## config.mk

```make
export PLATFORM = sky130hd
export DESIGN_NAME = fifo_rd_ptr_empty
export DESIGN_NICKNAME = d
export VERILOG_FILES = /design/src/rtl/fifo_rd_ptr_empty.sv
export SDC_FILE = /design/constraint.sdc
export NUM_CORES = 1
export LEC_CHECK = 0
export CAP_MARGIN = 40
export CORE_MARGIN = 4
export CORE_UTILIZATION = 48
export DETAILED_ROUTE_END_ITERATION = 10
export MAX_ROUTING_LAYER = met4
export PLACE_DENSITY = 0.87
export SETUP_SLACK_MARGIN = 0.05
export SKIP_CTS_REPAIR_TIMING = 1
export SLEW_MARGIN = 0
export SYNTH_ARGS = -nofsm -noshare
export SYNTH_HDL_FRONTEND = slang
export SYNTH_SLANG_ARGS = --single-unit
```

## constraint.sdc

```tcl
create_clock -name i_rd_clk -period 4.3 [get_ports i_rd_clk]
set_input_delay 0.86 -clock i_rd_clk [delete_from_list [all_inputs] [get_ports i_rd_clk]]
set_output_delay 0.86 -clock i_rd_clk [all_outputs]
set_load 0.01 [all_outputs]
```

## src/rtl/fifo_rd_ptr_empty.sv

```systemverilog
// Read-side pointer logic for the async FIFO: synchronizes the write Gray pointer and derives empty, almost-empty, fill count and underflow.
// Define FIFO_RD_SYNC3_EN to use a three-flop write-pointer synchronizer (status latency 4 edges instead of 3).
module fifo_rd_ptr_empty #(
  parameter int PTR_W     = 12,
  parameter int AE_THRESH = 4
) (
  input  logic             i_rd_clk,
  input  logic             i_rd_rst,
  input  logic             i_rd_en,
  input  logic [PTR_W:0]   i_wr_ptr_gray,
  output logic [PTR_W:0]   o_rd_ptr_gray,
  output logic [PTR_W-1:0] o_rd_addr,
  output logic             o_empty,
  output logic             o_almost_empty,
  output logic [PTR_W:0]   o_rd_count,
  output logic             o_underflow
);

  localparam logic [PTR_W:0] AE_LIM = (PTR_W+1)'(AE_THRESH);

  logic [PTR_W:0] sq1_q, sq2_q, sq_last;
  logic [PTR_W:0] wq_bin;
  logic [PTR_W:0] rd_bin_q, rd_bin_d;
  logic [PTR_W:0] rd_gray_q, rd_gray_d;
  logic [PTR_W:0] count_q, count_d;
  logic           empty_q, empty_d;
  logic           ae_q, ae_d;
  logic           uf_q, uf_d;
  logic           rd_ok;

  // Plain flop chain: the write pointer is Gray coded, so at most one bit is in flight.
  always_ff @(posedge i_rd_clk or posedge i_rd_rst) begin
    if (i_rd_rst) begin
      sq1_q <= '0;
      sq2_q <= '0;
    end else begin
      sq1_q <= i_wr_ptr_gray;
      sq2_q <= sq1_q;
    end
  end

`ifdef FIFO_RD_SYNC3_EN
  logic [PTR_W:0] sq3_q;

  always_ff @(posedge i_rd_clk or posedge i_rd_rst) begin
    if (i_rd_rst) begin
      sq3_q <= '0;
    end else begin
      sq3_q <= sq2_q;
    end
  end

  assign sq_last = sq3_q;
`else
  assign sq_last = sq2_q;
`endif

  always_comb begin
    wq_bin = '0;
    for (int i = 0; i <= PTR_W; i++) begin
      wq_bin[i] = ^(sq_last >> i);
    end
  end

  // Status is computed from the post-read pointer so a read at edge N updates empty at that same edge.
  always_comb begin
    rd_ok     = i_rd_en & ~empty_q;
    rd_bin_d  = rd_bin_q + {{PTR_W{1'b0}}, rd_ok};
    rd_gray_d = rd_bin_d ^ (rd_bin_d >> 1);
    empty_d   = (rd_gray_d == sq_last);
    count_d   = wq_bin - rd_bin_d;
    ae_d      = (count_d <= AE_LIM);
    uf_d      = i_rd_en & empty_q;
  end

  always_ff @(posedge i_rd_clk or posedge i_rd_rst) begin
    if (i_rd_rst) begin
      rd_bin_q  <= '0;
      rd_gray_q <= '0;
      count_q   <= '0;
      empty_q   <= 1'b1;
      ae_q      <= 1'b1;
      uf_q      <= 1'b0;
    end else begin
      rd_bin_q  <= rd_bin_d;
      rd_gray_q <= rd_gray_d;
      count_q   <= count_d;
      empty_q   <= empty_d;
      ae_q      <= ae_d;
      uf_q      <= uf_d;
    end
  end

  assign o_rd_ptr_gray  = rd_gray_q;
  assign o_rd_addr      = rd_bin_q[PTR_W-1:0];
  assign o_empty        = empty_q;
  assign o_almost_empty = ae_q;
  assign o_rd_count     = count_q;
  assign o_underflow    = uf_q;

endmodule
```

Word-level counts from Yosys, hierarchy flattened
Cells that the tools add are included.
W data, S select, Z words.
- muxes and demuxes: 0
- divide/modulo/power cells: 0
- multipliers: 0
- equal/unequal tests: 1
- add/sub/neg operators: 2
- reductions and logical operators: 13
- magnitude comparators: 1
- shift operators: 0
- bitwise gates (word level): 4
- operator list (cell ; count):
    $reduce_xor A13 Y1 ; 13
    $add A13 B1 Y13 ; 1
    $eq A13 B13 Y1 ; 1
    $le A13 B3 Y1 const B ; 1
    $sub A13 B13 Y13 ; 1
    $xor A13 B12 Y13 ; 1
    $and A1 B1 Y1 ; 2
    $not A1 Y1 ; 1
- word-level logic and storage cells: 29
- bits in latches: 0
- ROM bits: 0
- bits in writable memories: 0
- memories kept: 0
- register bits: 68
- input port bits: 16

Depth between registers and ports, before layout
Gate-level depths: netlist of run 1.
- depth in word-level cells: 5
- gate-level depth with buffers: 18
- mapped depth without buffers: 17

Least setup slack after synthesis of run 1
Ideal clock, no wire load.
- path kind: reg-to-reg
- start point: register sq2_q[6]
- end point: register ae_q, in the netlist o_almost_empty
- setup slack: -181 ps
- setup time: 90 ps
- data arrival time: 4391 ps
- stages on the path, launching flop included: 18
- period minus slack after synthesis: 4481 ps
- cell sequence: dfrtp_1 -> xnor3_1 -> xor2_2 -> xnor2_2 -> xnor2_1 -> xor2_1 -> xnor2_1 -> ha_1 -> fa_1 -> nor2b_1 -> or2_2 -> nand2_1 -> maj3_1 -> a32oi_1 -> a311oi_1 -> xnor2_1 -> or4_1 -> nor4_2
- word-level cells in the longest chain between the ends: 3
- elaborated cells between the ends (all ways): 9
- those cells by class: add/sub: 1; order compare: 1; reduce/logical: 7
- ends and longest elaborated chain (item ; line ; RTL):
    start: declaration ; 21 ; logic [PTR_W:0] sq1_q, sq2_q, sq_last;
    start signal: assignment ; 38 ; sq2_q <= sq1_q;
    $reduce_xor A13 Y1 ; 61 ; wq_bin[i] = ^(sq_last >> i);
    $sub A13 B13 Y13 (*) ; 71 ; count_d = wq_bin - rd_bin_d;
    via count_d[12] ; 25 ; logic [PTR_W:0] count_q, count_d;
    $le A13 B3 Y1 (*) ; 72 ; ae_d = (count_d <= AE_LIM);
    via ae_d ; 27 ; logic ae_q, ae_d;
    end signal: assignment ; 82 ; ae_q <= 1'b1;
    end signal: assignment ; 89 ; ae_q <= ae_d;
    end: declaration ; 27 ;
The timed path passes the listed nets; every way through them passes the cells marked *.

Worst setup path after layout of run 1
- start point: register sq2_q[9]
- end point: register ae_q, in the netlist o_almost_empty
The elaborated chain is that of the path after synthesis.

==> run_results.csv, run 1 <==
group,metric,value,unit
layout,finalNonFillerCells,482,
placement,io_buffers,56,
power_and_ir_drop,sw_frac_of_total,37.51,%
yosys,postSynth.asyncResetShare,100.0,%
timing,worst_slack,-0.08397,ns
timing,timing.fmax,228.1,MHz
yosys,yosysTopAreaCellShare,48.73,%
clocking,clock-sinks,67,
clocking,cts.path.max_buffers,2,
die,die_y,91.40,um
yosys,avgSynthCellArea,11.71,um^2
power_and_ir_drop,combPwrFrac,62.2,%
timing,tightest_slew,0.6924,ns
power_and_ir_drop,ir_drop,0.0003927,V
yosys,synth-edff-count,0,
yosys,ys_warn_count,0,
route,drt_iter0_markers,212,
clocking,clock_latency,0.34,ns
yosys,yosys-top-cells-count,"65 x dfrtp_1, 33 x xnor2_1, 23 x xor2_1, 20 x inv_1, 15 x nand2_1",
layout,diodes,0,
timing,tns,-0.08397,ns
setup_path,crit_chain,"xnor3_2, xnor2_4, xnor2_2, xnor2_2, xor2_2, xnor2_1, ha_2, fa_2, nor2b_4, nor2_2, nand2_1, maj3_2, a31oi_2, xnor2_1, or4b_4, or4_4, nor4_4",
global_route,antenna_found_initial,0,
timing,setup_viol,1,
global_route,grt_pass1_wl,11840,um
outcome,violations,"negative setup slack",
setup_path,cp_max_fo,2,
die,ios,57,
global_route,grt_start_max_net_pins,30,
timing,skew,0.01398,ns
yosys,ys_ff_latch,67,
yosys,synthDistinctLibCells,58,
clocking,htreeDepth,3,
timing,finalMaxSlewViolations,0,
layout,drive_above_1_share,25.87,%
run,max-cap-violations,0,
power_and_ir_drop,p_int,2333,uW
placement,dp_cells,461,
die,start_util,49.41,%
yosys,yosysSeqAreaShare,50.30,%
route,detail_route.wl_per_cell,15.18,um
route,dr_total_vias,2527,
setup_path,startpoint_type,"flop",
setup_path,cp_slowest_cell,"or4b_4",
power_and_ir_drop,p_seq_share,23.4,%
route,ant_nets,0,
power_and_ir_drop,clockPowerShare,14.4,%
layout,fin_nets,424,
outcome,status,"finished with violations",
power_and_ir_drop,netSwitchingPower,1401,uW
yosys,synth.most_common_cell,"dfrtp_1",
global_route,grtUsageTotal,18.80,%
route,drcViolationCount,0,
die,core-area,0.006756,mm^2
timing,period_share,102.0,%
timing,rsz0062_at_grt,"true",
route,routed_wl,7315,um
setup_path,cp.arrival,4.65,ns
timing,slew_headroom,53.68,%
die,placementRows,30,
yosys,synthCells,285,
setup_path,worstSetupEndpointType,"flop",
global_route,grt-ovfl-total,0,
layout,fillers,477,
hold_path,holdCritPathClass,"flop to flop",
yosys,synthTopCellsByArea,"dfrtp_1 49%, xnor2_1 8.7%, xor2_1 6.0%",
die,fp.dieW,91.40,um
layout,final_util,69.91,%
yosys,syn-num-nets,312,
placement,place.gp.congestion,0.8670,
power_and_ir_drop,power_density,790.5,mW/mm^2
power_and_ir_drop,power.leakage,0.002072,uW
setup_path,cpPeakStageDelay,0.56,ns
clocking,cts_root_buffer,"clkbuf_8",
route,drt_pass1_iterations,4,
route,vias_per_cell,5.243,
clocking,cts_tree,"done",
timing,finalHoldViolations,0,
placement,hpwl,5419,um
timing,min_period,4.384,ns
yosys,ys.flop_type,"dfrtp_1",
yosys,netlist_area,0.003338,mm^2
global_route,grt_pass1_vias,2433,
clocking,cts_buffers,9,
die,dieArea,0.008353,mm^2
layout,syn2layout_area_growth,41.49,%
setup_path,crit_type,"flop to flop",
setup_path,critical_path_required,4.56,ns
yosys,yosys.area.top_type,"dfrtp_1",
clocking,path_clk_slew,0.07,ns
[critical path, delay by kind of cell, from the launching register on]
family                   cells  cell delay (ns)
adder cells (fa/ha/maj)      3             0.79
flip-flops                   1             0.36
AO/OA/AOI/OAI                1             0.15
AND/OR/NAND/NOR              6             1.48
XOR/XNOR                     7             1.54
[per-stage QoR]
stage                     instance area, um^2  power [uW]  hold WS [ns]  setup slack, ns
after floorplan                          3382        2020        0.3312          0.02257
after global placement                   4355        2851        0.3318          -0.3574
after detailed placement                 4375        2917        0.3347          -0.4531
after CTS                                4583        3480        0.3485          -0.1624
after global routing                     4723        3962        0.3498          -0.2593
final                                    4723        3734        0.3468         -0.08397
[flip-flops by register name (all words and copies together), names as in the netlist]
signal          count
o_rd_count         13
rd_bin_q           13
sq1_q              13
sq2_q              13
o_rd_ptr_gray      12
o_almost_empty      1
o_empty             1
o_underflow         1
[area by class of cell]
| type | instances | area (um^2) | share of cell area (%) |
|---|---|---|---|
| inverter | 20 | 75.07 | 1.589 |
| timing repair buffer | 107 | 955.9 | 20.24 |
| multi-input combinational | 192 | 1705 | 36.11 |
| sequential | 67 | 1679 | 35.55 |
| clock buffer | 14 | 172.7 | 3.656 |
| tap | 80 | 100.1 | 2.119 |
| clock inverter | 2 | 35.03 | 0.7417 |
[layer usage]
metal / vias to the layer above / share of wire, % / GRT usage [%]
met5: - / 0 / -
met4: 0 / 2.2 / 6.784
met3: 15 / 5.3 / 5.220
met2: 88 / 48 / 29.03
met1: 1223 / 44 / 23.73
li1: 1201 / - / -
[power groups by stage]
stage	clock, uW	combinational, uW	sequential, uW
global placement	0	1980	874
finish	538	2320	874
detailed placement	0	2040	882
global route	580	2490	889
CTS	544	2060	873
floorplan	0	1090	935
[final timing paths]
check                                      end  startpoint  slack (ns)  cells past startpoint
worst max-delay path            o_almost_empty    sq2_q[9]       -0.08                     17
worst min-delay path                  sq2_q[7]    sq1_q[7]        0.35                      0
worst max register to register  o_almost_empty    sq2_q[9]       -0.08                     17
worst min register to register        sq2_q[7]    sq1_q[7]        0.35                      0
max in group asynchronous          rd_bin_q[7]    i_rd_rst        2.61                      4
min in group asynchronous        o_rd_count[2]    i_rd_rst        0.90                      2
[cell usage in the layout, fill, tap and decap left out, drive strengths merged, types with 3 or more instances in the layout]
cell type / count
a211oi: 5
a21oi: 10
and3: 3
buf: 51
clkbuf: 14
clkdlybuf4s50: 56
dfrtp: 65
ha: 10
inv: 20
maj3: 3
nand2: 15
nand3: 8
nand4: 6
nor2: 10
nor2b: 5
nor3: 5
nor4: 4
o21ai: 8
o31ai: 3
or3: 3
xnor2: 35
xor2: 25
[cell families (layout without fill, tap and decap cells)]
group	after synthesis	in the layout	share of synthesized area, %
adder cells (fa/ha/maj)	14	14	5.322
XOR/XNOR	64	64	20.24
flip-flops	67	67	50.30
buffers and inverters	26	143	2.998
multiplexers	1	1	0.2999
AO/OA/AOI/OAI	43	43	9.446
AND/OR/NAND/NOR	70	70	11.39
Note: power is estimated with default switching activity, not from simulation.
==> run 2: changes to the inputs <==
--- a/config.mk
+++ b/config.mk
@@ -7,10 +7,11 @@
 export LEC_CHECK = 0
 export CAP_MARGIN = 40
 export CORE_MARGIN = 4
-export CORE_UTILIZATION = 48
+export CORE_UTILIZATION = 30
 export DETAILED_ROUTE_END_ITERATION = 10
+export DONT_BUFFER_PORTS = 1
 export MAX_ROUTING_LAYER = met4
-export PLACE_DENSITY = 0.87
+export PLACE_DENSITY = 0.56
 export SETUP_SLACK_MARGIN = 0.05
 export SKIP_CTS_REPAIR_TIMING = 1
 export SLEW_MARGIN = 0
==> run 2 against run 1 <==
The run now ends clean. Register-to-register slack improved by 0.13 ns. Final area decreased by 15%. First-iteration DRC count decreased by 70%. Sequential cell count unchanged. Clock-buffer cell count decreased by 5. Critical endpoint unchanged. Largest cell class is now sequential cells. Highest routed layer unchanged.
==> run_results.csv, run 2 (synthesized netlist as in run 1, its figures left out) <==
group,metric,value,unit
die,fp.dieW,113.5,um
hold_path,holdCritPathClass,"primary input to async pin",
setup_path,worstSetupEndpointType,"flop",
layout,seq_area,0.001679,mm^2
clocking,clock_latency,0.36,ns
global_route,grtUsageTotal,12.42,%
setup_path,cp_max_fo,2,
power_and_ir_drop,netSwitchingPower,1248,uW
power_and_ir_drop,ir_drop,0.0003160,V
setup_path,cp.arrival,4.53,ns
setup_path,startpoint_type,"flop",
route,dr_total_vias,2161,
clocking,cts_tree,"done",
route,drcViolationCount,0,
timing,tightest_slew,0.6768,ns
timing,period_share,99.02,%
timing,timing.fmax,234.9,MHz
die,placementRows,38,
layout,final_util,36.66,%
placement,hpwl,5687,um
layout,syn2layout_area_growth,19.57,%
power_and_ir_drop,sw_frac_of_total,40.93,%
placement,io_buffers,0,
die,die_y,113.5,um
timing,finalMaxSlewViolations,0,
power_and_ir_drop,p_int,1802,uW
clocking,cts.path.max_buffers,2,
timing,rsz0062_at_grt,"true",
clocking,cts_root_buffer,"clkbuf_8",
clocking,htreeDepth,3,
power_and_ir_drop,combPwrFrac,50.5,%
setup_path,cp_top_family,"XOR/XNOR gates",
route,detail_route.wl_per_cell,15.55,um
route,ant_nets,0,
setup_path,crit_chain,"xnor3_2, xnor2_4, xnor2_2, xnor2_2, xor2_2, xnor2_1, ha_2, fa_2, nor2b_2, nor2_1, nand2_1, maj3_2, a31oi_1, xnor2_1, or4b_1, or4_4, nor4_4",
route,drt_pass1_iterations,4,
run,max-cap-violations,0,
power_and_ir_drop,power_density,764.1,mW/mm^2
die,core-area,0.01089,mm^2
layout,multi_input_area,0.001633,mm^2
global_route,antenna_found_initial,0,
clocking,clock-sinks,67,
placement,dp_slack,-0.1153,ns
clocking,path_clk_slew,0.08,ns
outcome,status,"finished clean",
route,drt_iter0_markers,63,
timing,skew,0.01074,ns
setup_path,path_buf_inv,0,
placement,place.gp.congestion,0.8510,
global_route,grt_start_max_net_pins,39,
global_route,grt_pass1_vias,2238,
global_route,grt_pass1_wl,11940,um
power_and_ir_drop,power.leakage,0.001731,uW
layout,diodes,0,
global_route,grt-ovfl-total,0,
die,dieArea,0.01288,mm^2
layout,fin_nets,345,
power_and_ir_drop,clockPowerShare,18.1,%
setup_path,cp_slowest_cell,"or4_4",
die,start_util,30.66,%
layout,final_common_cell,"dfrtp_1",
layout,fillers,1038,
route,vias_per_cell,4.667,
timing,finalHoldViolations,0,
timing,worst_slack,0.04216,ns
layout,drive_above_1_share,23.22,%
timing,setup_viol,0,
timing,min_period,4.258,ns
setup_path,crit_type,"flop to flop",
clocking,cts_buffers,9,
setup_path,cpPeakStageDelay,0.51,ns
route,routed_wl,7201,um
timing,slew_headroom,54.73,%
die,ios,57,
layout,layout_common_cells,"65 x dfrtp_1, 32 x xnor2_1, 27 x buf_4",
power_and_ir_drop,p_seq_share,31.5,%
setup_path,critical_path_required,4.57,ns
[run 2: path summary, 6_finish.rpt]
path / start / end / slack (ns) / cells past startpoint
setup / recovery: sq2_q[9] / o_almost_empty / 0.04 / 17
hold / removal: i_rd_rst / sq1_q[4] / 0.27 / 1
setup reg to reg: sq2_q[9] / o_almost_empty / 0.04 / 17
hold reg to reg: sq1_q[4] / sq2_q[4] / 0.35 / 0
max in group asynchronous: i_rd_rst / o_almost_empty / 3.45 / 2
min in group i_rd_clk: sq1_q[4] / sq2_q[4] / 0.35 / 0
[run 2: layout make-up]
cell class / instances / share of cell area [%]
clock inverters: 7 / 2.069
multi-input cells: 192 / 40.91
repair buffers: 28 / 5.580
inverters: 20 / 1.881
well taps: 140 / 4.389
flip-flops and latches: 67 / 42.07
clock buffers: 9 / 3.103
[run 2: power by group through the flow]
stage	combinational [uW]	clock [uW]	sequential [uW]
3_3_place_gp	1500	0	979
3_5_place_dp	1520	0	981
5_1_grt	1740	600	980
6_report	1540	552	960
4_1_cts	1530	578	968
2_1_floorplan	1090	0	935
[run 2: worst reg2reg max path, cell delays in order (launching register included)]
cell,delay (ns)
dfrtp_1,0.36
xnor3_2,0.47
xnor2_4,0.16
xnor2_2,0.26
xnor2_2,0.17
xor2_2,0.19
xnor2_1,0.14
ha_2,0.21
fa_2,0.22
nor2b_2,0.05
nor2_1,0.11
nand2_1,0.09
maj3_2,0.31
a31oi_1,0.19
xnor2_1,0.10
or4b_1,0.50
or4_4,0.51
nor4_4,0.14
[run 2: routing by layer]
metal	share of wire, %	global-route usage (%)
met1	48	16.26
met2	44	17.71
met3	6.3	4.775
met4	1.3	4.087
met5	0	-
[run 2: metrics by stage]
stage	cells	power, uW	hold WS (ns)	area [um^2]	TNS (ns)
4_1_cts	462	3076	0.2438	3954	-0.1387
5_1_grt	463	3315	0.2513	3991	-0.1830
3_5_place_dp	446	2501	0.3355	3747	-0.1153
6_report	463	3050	0.2656	3991	0
3_3_place_gp	445	2476	0.3338	3727	-0.02364
2_1_floorplan	285	2020	0.3312	3382	0
